`src/rtl/alu_sequencer.sv`:
```
// alu_sequencer: command sequencer driving an external 4-bit ALU.
// It loads the operands, runs the ALU, captures the result and presents it
// with a valid/ready handshake. A reuse command skips the operand loads.
// Optional feature macro: ALU_SEQ_MUL_EN. When it is defined, opcode 11
// (multiply) is sequenced. When it is undefined, opcode 11 is rejected
// with rsp_err.
module alu_sequencer (
  input  logic       clk,
  input  logic       reset_n,
  input  logic       cmd_valid,
  output logic       cmd_ready,
  input  logic [3:0] cmd_a,
  input  logic [3:0] cmd_b,
  input  logic [1:0] cmd_op,
  input  logic       cmd_reuse,
  output logic       rsp_valid,
  input  logic       rsp_ready,
  output logic [3:0] rsp_result,
  output logic       rsp_err,
  output logic [3:0] alu_a,
  output logic [3:0] alu_b,
  output logic       alu_load1,
  output logic       alu_load2,
  output logic       alu_run,
  output logic [1:0] alu_op,
  input  logic [3:0] alu_c,
  output logic       busy
);

  typedef enum logic [2:0] {
    IDLE = 3'd0,
    LD_A = 3'd1,
    LD_B = 3'd2,
    EXEC = 3'd3,
    CAPT = 3'd4,
    DONE = 3'd5
  } state_t;

  state_t state, state_next;
  logic   operands_valid;
  logic   xfer;
  logic   op_blocked;
  logic   cmd_err;

`ifdef ALU_SEQ_MUL_EN
  assign op_blocked = 1'b0;
`else
  assign op_blocked = (cmd_op == 2'b11);
`endif

  // A command is accepted only in IDLE. It is rejected when it asks to
  // reuse operands that were never loaded, or when it asks for an opcode
  // that this build does not support.
  assign xfer    = cmd_valid && (state == IDLE);
  assign cmd_err = (cmd_reuse && !operands_valid) || op_blocked;

  // State register
  always_ff @(posedge clk) begin
    if (!reset_n) state <= IDLE;
    else          state <= state_next;
  end

  // Command capture, result capture and the operands-loaded flag
  always_ff @(posedge clk) begin
    if (!reset_n) begin
      alu_a          <= '0;
      alu_b          <= '0;
      alu_op         <= '0;
      rsp_result     <= '0;
      rsp_err        <= 1'b0;
      operands_valid <= 1'b0;
    end else begin
      if (xfer) begin
        alu_a   <= cmd_a;
        alu_b   <= cmd_b;
        alu_op  <= cmd_op;
        rsp_err <= cmd_err;
      end
      if (state == CAPT) rsp_result <= alu_c;
      if (state == LD_B) operands_valid <= 1'b1;
    end
  end

  // Next-state logic and Moore outputs; the strobes are one cycle each
  always_comb begin
    state_next = state;
    cmd_ready  = 1'b0;
    busy       = 1'b1;
    rsp_valid  = 1'b0;
    alu_load1  = 1'b0;
    alu_load2  = 1'b0;
    alu_run    = 1'b0;
    case (state)
      IDLE: begin
        cmd_ready = 1'b1;
        busy      = 1'b0;
        if (cmd_valid) begin
          if (cmd_err)        state_next = DONE;
          else if (cmd_reuse) state_next = EXEC;
          else                state_next = LD_A;
        end
      end
      LD_A: begin
        alu_load1  = 1'b1;
        state_next = LD_B;
      end
      LD_B: begin
        alu_load2  = 1'b1;
        state_next = EXEC;
      end
      EXEC: begin
        alu_run    = 1'b1;
        state_next = CAPT;
      end
      CAPT: state_next = DONE;
      DONE: begin
        rsp_valid = 1'b1;
        if (rsp_ready) state_next = IDLE;
      end
      default: state_next = IDLE;
    endcase
  end

endmodule
```
`config.mk`:
```
export PLATFORM = sky130hd
export DESIGN_NAME = alu_sequencer
export DESIGN_NICKNAME = d
export VERILOG_FILES = /design/src/rtl/alu_sequencer.sv
export SDC_FILE = /design/constraint.sdc
export NUM_CORES = 1
export LEC_CHECK = 0
export ABC_CLOCK_PERIOD_IN_PS = 1420
export CAP_MARGIN = 25
export CORE_MARGIN = 3
export CORE_UTILIZATION = 30
export CTS_CLUSTER_SIZE = 24
export DETAILED_ROUTE_END_ITERATION = 10
export SYNTH_ARGS = -nofsm -noshare
export SYNTH_HDL_FRONTEND = slang
export SYNTH_SLANG_ARGS = --single-unit
```
`constraint.sdc`:
```
create_clock -name clk -period 1.42 [get_ports clk]
set_input_delay 0.142 -clock clk [delete_from_list [all_inputs] [get_ports clk]]
set_output_delay 0.142 -clock clk [all_outputs]
set_load 0.1 [all_outputs]
```
==> results.sh <==
export IMPL_status="complete, but fails checks"
export IMPL_violations="negative setup slack"
export IMPL_clockBufferDepth=2
export IMPL_hold_viol_final=0
export IMPL_period_share=1.038
export IMPL_antenna_cells=0
export IMPL_drive_gt1_frac=0.3557
export IMPL_period_needed_ns=1.474
export IMPL_synth_cell_types=26
export IMPL_rows=18
export IMPL_htreeDepth=1
export IMPL_avgRoutedWirePerCell_um=12.62
export IMPL_whs_path_depth=3
export IMPL_cts_root_buffer="clkbuf_4"
export IMPL_die_w_um=58.03
export IMPL_critPathMaxFanout=3
export IMPL_cts_made_buffers=3
export IMPL_syn_area_per_cell_um2=8.459
export IMPL_core_area_mm2=0.002522
export IMPL_grt_overflow_total=0
export IMPL_place_port_buffers=39
export IMPL_yosys_register_bits=19
export IMPL_worstPathCellList="or3_4 > clkinvlp_4 > buf_12"
export IMPL_grt_setup_unrepaired="yes"
export IMPL_routed_wirelength_um=2259
export IMPL_holdCritPathClass="in2reg"
export IMPL_dp_cells=169
export IMPL_syn2layout_area_growth_pct=105.2
export IMPL_slew_headroom=0.6631
export IMPL_ir_drop_v=0.001265
export IMPL_endpoint_kind="output port"
export IMPL_leakage_nw=0.6543
export IMPL_required_ns=1.28
export IMPL_dpl_hpwl_um=1655
export IMPL_crit_reg2reg_launch="state[1]$_SDFFE_PN0P_"
export IMPL_finalClockSkew_ns=0.003772
export IMPL_die_height_um=58.03
export IMPL_clkTransAtPathRegs_ns=0.10
export IMPL_r2r_cells=5
export IMPL_crit_arrival_ns=1.33
export IMPL_nFillCells=218
export IMPL_holdPathEnd="alu_b[2]$_SDFFE_PN0P_"
export IMPL_cts_tree="built"
export IMPL_start_util=0.3219
export IMPL_crit_path_max_incr_delay_ns=0.42
export IMPL_fmax_mhz=678.7
export IMPL_fin_cells=179
export IMPL_cap_viol_max_count=0
export IMPL_grt_start_max_net_pins=20
export IMPL_first_pass_iters=4
export IMPL_netlist_area_um2=812.0
export IMPL_io_pins=40
export IMPL_seq_area_frac_synth=0.4684
export IMPL_clock_latency_ns=0.29
export IMPL_drc=0
export IMPL_grt_first_pass_wirelength_um=3663
export IMPL_vias=838
export IMPL_drt_initial_drc_count=9
export IMPL_hp_start="cmd_b[2]"
export IMPL_fin_hold_ws_ns=0.3997
export IMPL_postRouteAntennaNets=0
export IMPL_total_power_mw=2.423
export IMPL_ys_warnings_count=0
export IMPL_place_gp_congestion=0.7295
export IMPL_antenna_found_initial=0
export IMPL_fin_tns_setup_ns=-0.05799
export IMPL_final_nets=169
export IMPL_grtUsageTotal=0.1374
export IMPL_cts_sinks=19
export IMPL_r2r_setup_slack_ns=0
export IMPL_dieArea_mm2=0.003367
export IMPL_start_kind="flip-flop"
export IMPL_via_per_inst=4.682
export IMPL_setup_slack_ns=-0.05351
export IMPL_synth_fp_nets=115
export IMPL_grt_pass1_vias=866
export IMPL_path_class="reg2out"
export IMPL_syn_instance_count=96
export IMPL_timing_rr_end="alu_a[0]$_SDFFE_PN0P_"
export IMPL_power_density_mw_per_mm2=1454
export IMPL_final_util=0.6607
export IMPL_worst_pin_slew_ns=0.4925
export IMPL_maxSlewViolCount=0
export IMPL_setup_viol=2
export IMPL_worst_path_max_delay_cell="or3_4"
Yosys cell counts (all sizes together):
master / instances / area share
nor3: 1 / 0.0062
o21a: 1 / 0.0092
a21oi: 2 / 0.012
dfxtp: 19 / 0.47
nand2: 27 / 0.12
nand4: 1 / 0.0077
buf: 4 / 0.032
o31ai: 1 / 0.0092
o211a: 1 / 0.012
or3: 1 / 0.0077
nand3: 1 / 0.0062
o21ai: 4 / 0.025
o31a: 1 / 0.011
and3: 1 / 0.0077
nor4b: 1 / 0.018
a21boi: 14 / 0.13
or4b: 1 / 0.012
inv: 3 / 0.014
nand2b: 2 / 0.015
nor2: 3 / 0.014
clkbuf: 2 / 0.0092
a2111oi: 1 / 0.011
nand3b: 1 / 0.0092
nor3b: 3 / 0.028
flip-flops by register name, indices dropped and copies added (netlist names):
name and count:
operands_valid 1, rsp_err 1, alu_b 4, rsp_result 4, alu_a 4, alu_op 2, state 3
final cells by class:
| cell class | instances | area [µm²] | area share |
|---|---|---|---|
| multi-input cells | 68 | 444.2 | 0.2665 |
| well taps | 30 | 37.54 | 0.02252 |
| clock buffers | 4 | 26.28 | 0.01577 |
| flip-flops and latches | 19 | 391.6 | 0.2350 |
| inverters | 3 | 15.01 | 0.009009 |
| repair buffers | 55 | 752.0 | 0.4512 |
critical path: cells and delay by family, from the launching register on:
family | cells | cell delay (ns)
flops | 1 | 0.37
simple gates | 1 | 0.42
buf+inv | 2 | 0.26
repair_timing:
item / 4_1_cts / 5_1_grt
hold buffers: 0 / 0
cloned: 0 / 1
pin swaps: 2 / 4
gates resized for setup: 8 / 6
buffers inserted: 2 / 3
endpoints found under the setup margin: 6 / 15
layer usage:
| metal | vias up | GRT usage | part of all wire |
|---|---|---|---|
| met3 | 2 | 0.04900 | 0.093 |
| met1 | 376 | 0.1525 | 0.41 |
| met2 | 29 | 0.2500 | 0.49 |
| met4 | 0 | 0.02980 | 0.0027 |
| li1 | 431 | - | - |
| met5 | - | 0 | 0 |
metrics by stage:
| step | cell area [µm²] | worst slack, ns |
|---|---|---|
| after floorplan | 875.8 | -0.1787 |
| after global placement | 1551 | -0.1129 |
| after detailed placement | 1551 | -0.1566 |
| after CTS | 1618 | -0.06739 |
| after global routing | 1667 | -0.1021 |
| final | 1667 | -0.05351 |
kinds of logic (layout without fill, tap and decap cells):
kind of cell | Yosys count | in the layout | synth area share
buf+inv | 9 | 62 | 0.05547
simple gates | 43 | 43 | 0.2573
compound gates | 25 | 25 | 0.2188
flops | 19 | 19 | 0.4684
layout by cell type (no fill, tap or decap), drive strengths merged, types with 2 or more instances in the layout:
cell type      count
nor2               3
a21boi            14
clkdlybuf4s50     18
o21ai              4
nor3b              3
dfxtp             19
buf               37
clkbuf             4
a21oi              2
inv                2
nand2b             2
nand2             27
where the power goes:
group	internal (mW)	leakage, nW	total, mW	switching (mW)
clock network	0.109	0.0150	0.265	0.156
logic	0.601	0.482	1.48	0.875
registers	0.607	0.158	0.682	0.0749
worst max-delay path by stage:
stage | slack (ns) | start | to
after floorplan | -0.18 | state[1]$_SDFFE_PN0P_ | rsp_valid
after global placement | -0.11 | cmd_valid | alu_a[1]$_SDFFE_PN0P_
after detailed placement | -0.16 | cmd_valid | alu_a[0]$_SDFFE_PN0P_
after CTS | -0.07 | state[2]$_SDFFE_PN0P_ | cmd_ready
after global routing | -0.10 | state[1]$_SDFFE_PN0P_ | cmd_ready
final | -0.05 | state[1]$_SDFFE_PN0P_ | cmd_ready
No activity file was read; power rests on OpenSTA's default activity.
